===== config.mk =====
export PLATFORM = sky130hd
export DESIGN_NAME = edge_span_walker
export DESIGN_NICKNAME = d
export VERILOG_FILES = /design/src/rtl/gpu_raster_pkg.sv /design/src/rtl/seq_divider.sv /design/src/rtl/edge_span_walker.sv
export SDC_FILE = /design/constraint.sdc
export NUM_CORES = 1
export LEC_CHECK = 0
export ABC_AREA = 1
export CAP_MARGIN = 40
export CORE_MARGIN = 4
export CORE_UTILIZATION = 35
export CTS_CLUSTER_DIAMETER = 30
export CTS_CLUSTER_SIZE = 24
export DETAILED_ROUTE_END_ITERATION = 8
export HOLD_SLACK_MARGIN = 0.03
export REMOVE_ABC_BUFFERS = 1
export SLEW_MARGIN = 30
export SYNTH_ARGS = -nofsm -noshare
export SYNTH_HDL_FRONTEND = slang
export SYNTH_HIERARCHICAL = 1
export SYNTH_SLANG_ARGS = --single-unit

===== constraint.sdc =====
create_clock -name clk -period 3.29 [get_ports clk]
set_input_delay 0.329 -clock clk [delete_from_list [all_inputs] [get_ports clk]]
set_output_delay 0.329 -clock clk [all_outputs]
set_load 0.02 [all_outputs]

===== src/rtl/gpu_raster_pkg.sv =====
// Shared raster constants and the edge walker state encoding.
package gpu_raster_pkg;
  localparam int XW_DEF   = 9;
  localparam int YW_DEF   = 8;
  localparam int FRAC_DEF = 8;
  localparam int HRES_DEF = 320;
  localparam int VRES_DEF = 200;

  localparam int ACC_W   = XW_DEF + FRAC_DEF + 1;
  localparam int DIV_CYC = XW_DEF + FRAC_DEF;

  typedef enum logic [2:0] {
    ST_IDLE,
    ST_SETUP,
    ST_DIV,
    ST_WALK,
    ST_FIN
  } walk_state_t;
endpackage


===== src/rtl/seq_divider.sv =====
// Unsigned restoring divider, one quotient bit per cycle, N cycles per divide.
module seq_divider #(
  parameter int N = 17,
  parameter int D = 8
) (
  input  logic         clk,
  input  logic         rst,
  input  logic         i_start,
  input  logic [N-1:0] i_dividend,
  input  logic [D-1:0] i_divisor,
  output logic         o_busy,
  output logic         o_done,
  output logic [N-1:0] o_quot
);
  localparam int CW = $clog2(N + 1);

  logic          r_busy;
  logic [CW-1:0] r_cnt;
  logic [N-1:0]  r_q;
  logic [D-1:0]  r_rem;
  logic [D-1:0]  r_dvs;

  logic [D:0]    w_sh;
  logic [D-1:0]  w_diff;
  logic          w_ge;
  logic [D-1:0]  w_rem_nxt;
  logic [N-1:0]  w_q_nxt;

  // r_q shifts the dividend out of its top while quotient bits enter at the bottom
  assign w_sh      = {r_rem, r_q[N-1]};
  assign w_ge      = (w_sh >= {1'b0, r_dvs});
  assign w_diff    = w_sh[D-1:0] - r_dvs;
  assign w_rem_nxt = w_ge ? w_diff : w_sh[D-1:0];
  assign w_q_nxt   = {r_q[N-2:0], w_ge};

  // Quotient is presented alongside done so the caller can latch it on the final edge
  assign o_busy = r_busy;
  assign o_done = r_busy && (r_cnt == CW'(N - 1));
  assign o_quot = w_q_nxt;

  always_ff @(posedge clk) begin
    if (!rst) begin
      r_busy <= 1'b0;
      r_cnt  <= '0;
      r_q    <= '0;
      r_rem  <= '0;
      r_dvs  <= '0;
    end else if (i_start) begin
      r_busy <= 1'b1;
      r_cnt  <= '0;
      r_q    <= i_dividend;
      r_rem  <= '0;
      r_dvs  <= i_divisor;
    end else if (r_busy) begin
      r_q   <= w_q_nxt;
      r_rem <= w_rem_nxt;
      r_cnt <= r_cnt + 1'b1;
      if (o_done) r_busy <= 1'b0;
    end
  end
endmodule


===== src/rtl/edge_span_walker.sv =====
// Walks a polygon edge top to bottom, emitting one rounded x per visible scanline.
module edge_span_walker
  import gpu_raster_pkg::*;
#(
  parameter int XW   = XW_DEF,
  parameter int YW   = YW_DEF,
  parameter int FRAC = FRAC_DEF,
  parameter int HRES = HRES_DEF,
  parameter int VRES = VRES_DEF
) (
  input  logic          clk,
  input  logic          rst,
  input  logic          in_valid,
  output logic          in_ready,
  input  logic [XW-1:0] x1,
  input  logic [XW-1:0] x2,
  input  logic [YW-1:0] y1,
  input  logic [YW-1:0] y2,
  output logic          out_valid,
  input  logic          out_ready,
  output logic [YW-1:0] out_y,
  output logic [XW-1:0] out_x,
  output logic          out_last,
  output logic          done,
  output logic          busy
);
  localparam int AW = XW + FRAC + 1;
  localparam int DW = XW + FRAC;
  localparam logic [XW-1:0] XMAX = XW'(HRES - 1);
  localparam logic [YW-1:0] YMAX = YW'(VRES - 1);

  walk_state_t r_state, w_nxt;

  logic [XW-1:0] r_xt, r_xb;
  logic [YW-1:0] r_yt, r_yb, r_y, r_yend;
  logic          r_neg, r_skip;
  logic signed [AW-1:0] r_acc, r_slope;

  logic [XW-1:0] w_x1c, w_x2c;
  logic          w_swap;
  logic [YW-1:0] w_dy;
  logic [XW:0]   w_dx;
  logic [XW-1:0] w_adx;
  logic          w_div_start, w_div_busy, w_div_done;
  logic [DW-1:0] w_quot;
  logic signed [AW-1:0] w_acc0, w_slope_mag;
  logic          w_last;
  logic [XW:0]   w_rnd;

  assign w_x1c  = (x1 > XMAX) ? XMAX : x1;
  assign w_x2c  = (x2 > XMAX) ? XMAX : x2;
  assign w_swap = (y2 < y1) || ((y2 == y1) && (w_x2c < w_x1c));

  assign w_dy  = r_yb - r_yt;
  assign w_dx  = {1'b0, r_xb} - {1'b0, r_xt};
  assign w_adx = w_dx[XW] ? (~w_dx[XW-1:0] + 1'b1) : w_dx[XW-1:0];

  assign w_div_start = (r_state == ST_SETUP) && (w_dy != '0) && !w_div_busy;

  seq_divider #(.N(DW), .D(YW)) u_div (
    .clk        (clk),
    .rst        (rst),
    .i_start    (w_div_start),
    .i_dividend ({w_adx, {FRAC{1'b0}}}),
    .i_divisor  (w_dy),
    .o_busy     (w_div_busy),
    .o_done     (w_div_done),
    .o_quot     (w_quot)
  );

  assign w_acc0      = {1'b0, r_xt, {FRAC{1'b0}}};
  assign w_slope_mag = {1'b0, w_quot};
  assign w_last      = (r_y == r_yend);

  // Round half up: integer part plus the first fractional bit
  assign w_rnd = {1'b0, r_acc[XW+FRAC-1:FRAC]} + {{XW{1'b0}}, r_acc[FRAC-1]};

  always_comb begin
    if (r_acc[AW-1])             out_x = '0;
    else if (w_rnd > {1'b0, XMAX}) out_x = XMAX;
    else                         out_x = w_rnd[XW-1:0];
  end

  assign out_y = r_y;

  always_ff @(posedge clk) begin
    if (!rst) r_state <= ST_IDLE;
    else      r_state <= w_nxt;
  end

  always_comb begin
    w_nxt     = r_state;
    in_ready  = 1'b0;
    busy      = 1'b1;
    done      = 1'b0;
    out_valid = 1'b0;
    out_last  = 1'b0;
    case (r_state)
      ST_IDLE: begin
        in_ready = 1'b1;
        busy     = 1'b0;
        if (in_valid) w_nxt = ST_SETUP;
      end
      ST_SETUP: w_nxt = (w_dy != '0) ? ST_DIV : ST_WALK;
      ST_DIV:   if (w_div_done) w_nxt = ST_WALK;
      ST_WALK: begin
        if (r_skip) w_nxt = ST_FIN;
        else begin
          out_valid = 1'b1;
          out_last  = w_last;
          if (out_ready && w_last) w_nxt = ST_FIN;
        end
      end
      ST_FIN: begin
        done  = 1'b1;
        w_nxt = ST_IDLE;
      end
      default: w_nxt = ST_IDLE;
    endcase
  end

  always_ff @(posedge clk) begin
    if (!rst) begin
      r_xt    <= '0;
      r_xb    <= '0;
      r_yt    <= '0;
      r_yb    <= '0;
      r_y     <= '0;
      r_yend  <= '0;
      r_neg   <= 1'b0;
      r_skip  <= 1'b0;
      r_acc   <= '0;
      r_slope <= '0;
    end else begin
      if ((r_state == ST_IDLE) && in_valid) begin
        if (w_swap) begin
          r_xt <= w_x2c; r_yt <= y2; r_xb <= w_x1c; r_yb <= y1;
        end else begin
          r_xt <= w_x1c; r_yt <= y1; r_xb <= w_x2c; r_yb <= y2;
        end
      end
      if (r_state == ST_SETUP) begin
        r_neg   <= w_dx[XW];
        r_y     <= r_yt;
        r_yend  <= (r_yb > YMAX) ? YMAX : r_yb;
        r_skip  <= (r_yt > YMAX);
        r_slope <= '0;
        // Horizontal edges skip the divider, so the accumulator is seeded here
        if (w_dy == '0) r_acc <= w_acc0;
      end
      if ((r_state == ST_DIV) && w_div_done) begin
        r_slope <= r_neg ? -w_slope_mag : w_slope_mag;
        r_acc   <= w_acc0;
      end
      if (out_valid && out_ready) begin
        r_acc <= r_acc + r_slope;
        if (!w_last) r_y <= r_y + 1'b1;
      end
    end
  end
endmodule


* Word-level counts from Yosys, hierarchy flattened
Index checks and enable logic that the tools add are counted.
** Operators by class
- $add $sub $neg :: 9
- $lt $le $gt $ge :: 8
- Equal/unequal tests :: 10
- Muxes and demuxes :: 39
- Bitwise operators :: 2
- Reductions and logical operators :: 20
** Operators with widths (count)
- 2-to-1 mux 18 bit :: 7
- 2-to-1 mux 9 bit :: 7
- 2-to-1 mux 8 bit :: 7
- 2-to-1 mux 17 bit :: 2
- adder 18 bit :: 1
- greater-than comparator 9 bit (second input constant) :: 2
- negation 17 -> 18 bit :: 1
- equality test 8 bit :: 2
- greater-than comparator 8 bit (second input constant) :: 2
- subtractor 8 bit :: 2
- 2-to-1 mux 3 bit :: 4
- case mux 3 bit (4 select lines) :: 1
- 2-to-1 mux 1 bit :: 11
- adder 9 x 1 -> 10 bit :: 1
- greater-than comparator 10 x 9 -> 1 bit (second input constant) :: 1
- subtractor 9 x 9 -> 10 bit :: 1
- adder 9 x 1 -> 9 bit (second input constant) :: 1
- greater-or-equal comparator 9 x 8 -> 1 bit :: 1
- < comparator 9 bit :: 1
- NOT 9 bit :: 1
- adder 8 x 1 -> 8 bit (second input constant) :: 1
- logical AND 1 bit :: 8
- zero test 8 bit :: 1
- < comparator 8 bit :: 1
- other kinds (17) :: 21
** Storage, ports and cells
- Register bits after elaboration :: 130
- Input port bits :: 38
- Output and inout port bits :: 22
- Word-level logic and storage cells :: 105

* Depth between registers and ports, before layout
Gate-level depths: netlist of the first run.
- Word-level depth :: 6
- Gate-level depth with buffers :: 22
- Mapped depth without buffers :: 21

* By module
Netlist of the first run, hierarchy kept.
** Modules (own cells, without submodules)
- edge_span_walker :: instances 1, cells each 1122, area each 7103.1 um2, sequential area each 1821.7 um2
- seq_divider :: instances 1, cells each 324, area each 2287.2 um2, sequential area each 780.7 um2

* Worst setup path before layout of the first run
OpenSTA, ideal clock, no wires.
- Path type :: register -> register
- From :: register u_div.r_dvs[2]
- To :: register r_slope[12]
- Library setup time :: 70 ps
- Arrival :: 2571 ps
- Data required time :: 3220 ps
- Slack :: 649 ps
- Stages on the path, launching flop included :: 20
- Path buffers :: 1
- Clock period less this slack :: 2641 ps
- Path through :: dfxtp_1 -> inv_1 -> ha_1 -> or2_4 -> nand3_2 -> nand2_2 -> nand2_4 -> nand2_4 -> buf_4 -> inv_1 -> ha_1 -> inv_1 -> nor3_1 -> nand2_1 -> o21ai_1 -> nand2_1 -> o21ai_2 -> or2_2 -> nand3_1 -> a21oi_1
** Between the ends
- Longest elaborated chain between the ends :: 4
** RTL lines
- from (decl) :: line seq_divider.sv:21 : logic [D-1:0] r_dvs;
- from (signal assigned) :: line seq_divider.sv:53 : r_dvs <= i_divisor;
- greater-or-equal comparator 9 x 8 -> 1 bit :: line seq_divider.sv:31 : assign w_ge = (w_sh >= {1'b0, r_dvs});
- named net u_div.w_ge :: line seq_divider.sv:25 : logic w_ge;
- negation 17 -> 18 bit :: line edge_span_walker.sv:152 : r_slope <= r_neg ? -w_slope_mag : w_slope_mag;
- 2-to-1 mux 18 bit :: line edge_span_walker.sv:152
- 2-to-1 mux 18 bit :: line edge_span_walker.sv:151 : if ((r_state == ST_DIV) && w_div_done) begin
- to (signal assigned) :: line edge_span_walker.sv:152
- to (decl) :: line edge_span_walker.sv:37 : logic signed [AW-1:0] r_acc, r_slope;
The timed path passes the listed nets, and every way through them passes these cells.
A chain may end at the register's enable or synchronous reset.

* Worst setup path after layout of the first run
- From :: register r_acc[7]
- To :: output out_x[6]
** Between the ends
- Longest elaborated chain between the ends :: 4
** RTL lines
- from (decl) :: line edge_span_walker.sv:37
- from (signal assigned) :: line edge_span_walker.sv:149 : if (w_dy == '0) r_acc <= w_acc0;
- from (signal assigned) :: line edge_span_walker.sv:153 : r_acc <= w_acc0;
- from (signal assigned) :: line edge_span_walker.sv:156 : r_acc <= r_acc + r_slope;
- adder 9 x 1 -> 10 bit (*) :: line edge_span_walker.sv:76 : assign w_rnd = {1'b0, r_acc[XW+FRAC-1:FRAC]} + {{XW{1'b0}}, r_acc[FRAC-1]};
- greater-than comparator 10 x 9 -> 1 bit :: line edge_span_walker.sv:80 : else if (w_rnd > {1'b0, XMAX}) out_x = XMAX;
- 2-to-1 mux 9 bit (*) :: line edge_span_walker.sv:80
- 2-to-1 mux 9 bit (*) :: line edge_span_walker.sv:79 : if (r_acc[AW-1]) out_x = '0;
- to (decl) :: line edge_span_walker.sv:22 : output logic [XW-1:0] out_x,
Mark *: on every way between the ends. The rest lies on a longest branch, timed or not.

==> impl_metrics.yaml, run 1 <==
run_status:
  status: "complete, no violations"
synth:
  ys_seq_area_share_pct: 27.7
  synth.most_common_cell: "nand2_1"
  synth-xor-area-share_pct: 3.64
  synthSimpleGateAreaFrac_pct: 33.1
  async_reset_ff_share_pct: 0
  synthDistinctLibCells: 52
  muxShareOfSynthArea_pct: 0
  avgSynthCellArea_um2: 6.49
  synth_flop_cell: "dfxtp_1"
  yosys_warnings: 6
  synth_fa_ha_area_share_pct: 9.38
  yosys-top-cells-area: "dfxtp_1 (28%), nand2_1 (16%), ha_1 (8.5%)"
  synth_edf_count: 0
  synth_common_cells: "nand2_1 (406), inv_1 (177), a21oi_1 (146)"
  synth_top_cell_area_share_pct: 27.7
  syn-cell-area_mm2: 0.00939
  synth-compound-area-share_pct: 14.4
  synth_cells: 1446
  synth_top_family_by_area: "simple AND/OR/NAND/NOR gates"
  synth_seq_cells: 130
  synth_area_leader_cell: "dfxtp_1"
sta:
  rsz0062_at_grt: "false"
  timing.fmax_ghz: 0.327
  worst_slack_ns: 0.229
  period_share_pct: 93.0
  slew_violations: 0
  fin_crit_ns: 3.06
  hold_ws_ns: 0.465
  finalSetupViolCount: 0
  clock_skew_ns: 0.0126
  fin_tns_setup_ns: 0
  slew_headroom_pct: 50.9
  finalHoldViolCount: 0
  worstMarginPinSlew_ns: 0.735
global_routing:
  gr-total-overflow: 0
  antenna_found_initial: 0
  first_global_vias: 8358
  grt_pass1_wl_mm: 40.6
  track_usage_pct: 16.8
  grt_max_degree: 43
detailed_routing:
  drtAntennaViolNets: 0
  vias: 9016
  drc_errors: 0
  wirelength_mm: 24.1
  dr.pass1.iters: 5
  wl_per_cell_um: 13.1
  drt_first_iter_violations: 465
  vias_per_cell: 4.92
place:
  portBuffers: 59
  place_congestion: 0.887
  hpwl_mm: 18.2
  pre_cts_slack_ns: 0.157
setup_path:
  crit_type: "flip-flop to output port"
  critPathMaxFanout: 7
  cp_common_cell: "nand2_1"
  path_delay_family: "simple AND/OR/NAND/NOR gates"
  crit_required_ns: 2.96
  worst_setup_path_end_kind: "output port"
  cpMaxStageDelayCell: "dfxtp_1"
  crit_buf_inv: 1
  cp-start-kind: "flip-flop"
  crit_arrival_ns: 2.73
  max_stage_delay_ns: 0.37
  path_cells: "ha_1 -> ha_1 -> nand3_1 -> nand3b_1 -> nand3b_1 -> xor2_1 -> nand2_1 -> nand2_1 -> nand2_1 -> nor2_1 -> dlygate4sd2_1"
final_layout:
  areaGrowthSynthToFinish_pct: 14.6
  layout-drive-gt1-share_pct: 5.82
  antenna_cells: 0
  fill_cells: 2821
  nNetsFinal: 1589
hold_path:
  hold_path.class: "flip-flop to flip-flop"
clocking:
  cts-hold-fix-buffers: 0
  cts_setup_buffers: 0
  h-tree-depth: 4
  clkTransAtPathRegs_ns: 0.06
  clockRootBuffer: "clkbuf_16"
  cts_tree: "built"
  cts_buffers: 17
  clkSinkCount: 130
  clockBufferDepth: 2
  clk_latency_ns: 0.43
floorplanning:
  rows: 59
  start_util_pct: 35.8
  core-area_mm2: 0.0262
  dieArea_mm2: 0.0295
  io_pins: 60
  die_w_um: 172
  die_y_um: 172
pwr:
  p_leak_nw: 5.01
  power_density_mw_per_mm2: 920
  vdd_drop_max_mv: 0.434
  total_power_mw: 9.90
job:
  max_cap_viol_count: 0
==> cells by family after synthesis <==
kind of cell	count (synthesis)
AND/OR/NAND/NOR	710
buffers and inverters	253
AO/OA/AOI/OAI	245
flip-flops	130
adder cells (fa/ha/maj)	68
XOR/XNOR	39
other	1
==> where the power goes <==
group | internal, mW | total [mW] | leakage (nW) | switching (mW)
clock network | 1.08 | 1.88 | 0.285 | 0.801
logic | 2.13 | 5.69 | 3.67 | 3.56
registers | 1.95 | 2.33 | 1.06 | 0.378
total | 5.16 | 9.90 | 5.01 | 4.74
==> sequential cells by signal (all words and copies together) (netlist names), 3 cells and up <==
name,flops
r_acc,18
r_slope,18
u_div/r_q,17
r_xb,9
r_xt,9
out_y,8
r_yb,8
r_yend,8
r_yt,8
u_div/r_dvs,8
u_div/r_rem,8
u_div/r_cnt,5
r_state,3
==> metal layers <==
metal	share of wire, %	track usage (%)	vias up	wire (µm)
met5	0	0	-	0
met4	2.4	6.19	0	573
met3	2.6	2.30	42	634
met1	49	22.0	4043	11700
li1	-	-	4778	-
met2	46	28.1	153	11200
==> cells in the final DEF, fill, tap and decap left out, types with 8 or more instances in the layout <==
cell and n:
nand2_1 406, inv_1 177, a21oi_1 146, dfxtp_1 130, nand3_1 116, nor2_1 96
ha_1 64, clkdlybuf4s50_1 51, o21ai_0 45, nand4_1 28, xor2_1 23, nand3b_1 18
nor3_1 18, clkbuf_16 17, buf_4 17, xnor2_1 16, inv_2 8, dlygate4sd2_1 8
conb_1 8
==> final timing paths <==
path | start | end | slack, ns | cells past startpoint
worst max-delay path | r_acc[7] | out_x[6] | 0.23 | 11
worst min-delay path | r_xb[0] | r_xb[0] | 0.46 | 2
worst max register to register | r_yb[0] | u_div/r_cnt[1] | 0.41 | 16
worst min register to register | r_xb[0] | r_xb[0] | 0.46 | 2
==> tightest hold or removal path, delay by kind of cell, from the launching register on <==
kind,cells,cell delay [ns]
AOI/OAI and AO/OA,1,0.05
and+or+nand+nor,1,0.06
DFF,1,0.31
==> timing repair <==
action | CTS | global route
gates cloned | 0 | 0
gates resized for setup | 8 | 1
setup endpoints to repair | 8 | 2
endpoints found under the hold margin | 0 | 0
==> area by class of cell <==
cell class	count	area, µm²	area share, %
Clock buffer	18	439	4.08
Clock inverter	14	141	1.31
Tap cell	335	419	3.90
Sequential cell	130	2600	24.2
Timing Repair Buffer	77	728	6.77
Multi-Input combinational cell	1070	5720	53.2
Inverter	187	703	6.54
==> stage by stage <==
stage                     util, %  instances  instance area, µm²
after detailed placement     38.9       1799               10200
after floorplan                 -       1387                9020
after CTS                    41.0       1831               10800
final                        41.0       1831               10800
after global routing         41.0       1831               10800
after global placement       38.9       1799               10200
(Power assumes the default switching activity.)
==> run 2: changes to the inputs <==
Settings changed: PLACE_DENSITY_LB_ADDON from default to 0.3.
==> run 2 against run 1 <==
Effect of this change: wire length increased by 1.4%; global-route usage up 0.27 points; via count rose by 0.61%; largest power group unchanged; clock power decreased by 5%.
==> impl_metrics.yaml, run 2 (same netlist as run 1, synthesis figures left out) <==
sta:
  worst_slack_ns: 0.236
  worstMarginPinSlew_ns: 0.730
  fin_crit_ns: 3.05
  fin_tns_setup_ns: 0
  period_share_pct: 92.8
  rsz0062_at_grt: "false"
  slew_headroom_pct: 50.7
  hold_ws_ns: 0.465
  finalHoldViolCount: 0
  clock_skew_ns: 0.0110
  slew_violations: 0
  finalSetupViolCount: 0
  timing.fmax_ghz: 0.327
floorplanning:
  die_w_um: 172
  die_y_um: 172
  io_pins: 60
  dieArea_mm2: 0.0295
  core-area_mm2: 0.0262
  rows: 59
  start_util_pct: 35.8
setup_path:
  critPathMaxFanout: 4
  crit_type: "flip-flop to output port"
  r2r-start: "u_div/r_dvs[2]"
  worst_setup_path_end_kind: "output port"
  regToRegSetupSlack_ns: 0.34
  crit_path_start: "r_acc[7]"
  cp-start-kind: "flip-flop"
  crit_required_ns: 2.96
  crit_arrival_ns: 2.72
  worstRegToRegCells: 18
  worstReg2RegEnd: "r_slope[12]"
  cpMaxStageDelayCell: "clkdlybuf4s50_1"
  max_stage_delay_ns: 0.63
  path_cells: "ha_1 -> ha_1 -> nand3_1 -> nand3b_1 -> nand3b_1 -> xor2_1 -> a21oi_1 -> clkdlybuf4s50_1"
pwr:
  total_power_mw: 9.81
  power_density_mw_per_mm2: 915
  vdd_drop_max_mv: 0.485
  p_leak_nw: 5.00
global_routing:
  gr-total-overflow: 0
  antenna_found_initial: 0
  track_usage_pct: 17.0
  grt_max_degree: 38
  grt_pass1_wl_mm: 41.8
  first_global_vias: 8581
final_layout:
  areaGrowthSynthToFinish_pct: 14.2
  layout-drive-gt1-share_pct: 6.01
  antenna_cells: 0
  nNetsFinal: 1591
  final_cell_mix: "nand2_1 (405), inv_1 (177), a21oi_1 (146)"
  stdcell_count: 1833
  top_regs: "r_acc: 18 flops, r_slope: 18 flops, u_div/r_q: 17 flops"
  fill_cells: 2781
  final_common_cell: "nand2_1"
detailed_routing:
  drc_errors: 0
  wirelength_mm: 24.4
  dr.pass1.iters: 7
  vias: 9071
  drt_first_iter_violations: 475
  vias_per_cell: 4.95
  wl_per_cell_um: 13.3
  drtAntennaViolNets: 0
place:
  place_congestion: 0.870
  pre_cts_slack_ns: 0.187
  dp_cells: 1801
  hpwl_mm: 18.3
  portBuffers: 59
run_status:
  status: "complete, no violations"
clocking:
  clkTransAtPathRegs_ns: 0.06
  clk_latency_ns: 0.42
  h-tree-depth: 4
  cts_tree: "built"
  cts-hold-fix-buffers: 0
  cts_buffers: 17
  clockRootBuffer: "clkbuf_16"
  cts_resized: 8
  clockBufferDepth: 2
  clkSinkCount: 130
  cts_setup_buffers: 0
job:
  max_cap_viol_count: 0
hold_path:
  hold_start: "r_xb[0]"
  holdPathEnd: "r_xb[0]"
  hold_path_depth: 2
  hold_path.class: "flip-flop to flip-flop"
[run 2: per-stage QoR]
| step | utilization (%) | cell area, µm² |
|---|---|---|
| 2_1_floorplan | - | 9020 |
| 3_3_place_gp | 38.9 | 10200 |
| 3_5_place_dp | 38.9 | 10200 |
| 4_1_cts | 40.9 | 10700 |
| 5_1_grt | 40.9 | 10700 |
| 6_report | 40.9 | 10700 |
[run 2: worst max-delay path by stage]
stage / endpoint / cells after the start
after floorplan: u_div/r_cnt[2] / 15
final: out_x[8] / 8
after global routing: out_x[6] / 11
after CTS: out_x[7] / 11
after detailed placement: r_yb[2] / 16
after global placement: r_xt[2] / 16
[run 2: cell type report]
class	count	area (µm²)	area share, %
multi-input cells	1070	5720	53.4
flip-flops and latches	130	2600	24.3
repair buffers	79	727	6.78
inverters	187	703	6.56
clock buffers	17	425	3.97
well taps	335	419	3.91
clock inverters	15	123	1.14
[run 2: report_power, final]
group	internal, mW	switching [mW]	leakage, nW
sequential	1.95	0.375	1.06
clock	0.982	0.801	0.270
combinational	2.13	3.57	3.67
total	5.06	4.74	5.00
[run 2: critical path, delay by kind of cell, from the launching register on]
family	cells	cell delay, ns
DFF	1	0.36
xor gates and xnor gates	1	0.17
buffers and inverters	1	0.63
and+or+nand+nor	3	0.54
AOI/OAI and AO/OA	1	0.14
adders and majority gates	2	0.48
[run 2: metal layers]
metal	up-vias	GRT usage, %	share of wire (%)
met5	-	0	0
met4	0	4.85	2.0
met3	30	2.80	3.6
met2	188	28.5	46
met1	4065	22.7	48
li1	4788	-	-
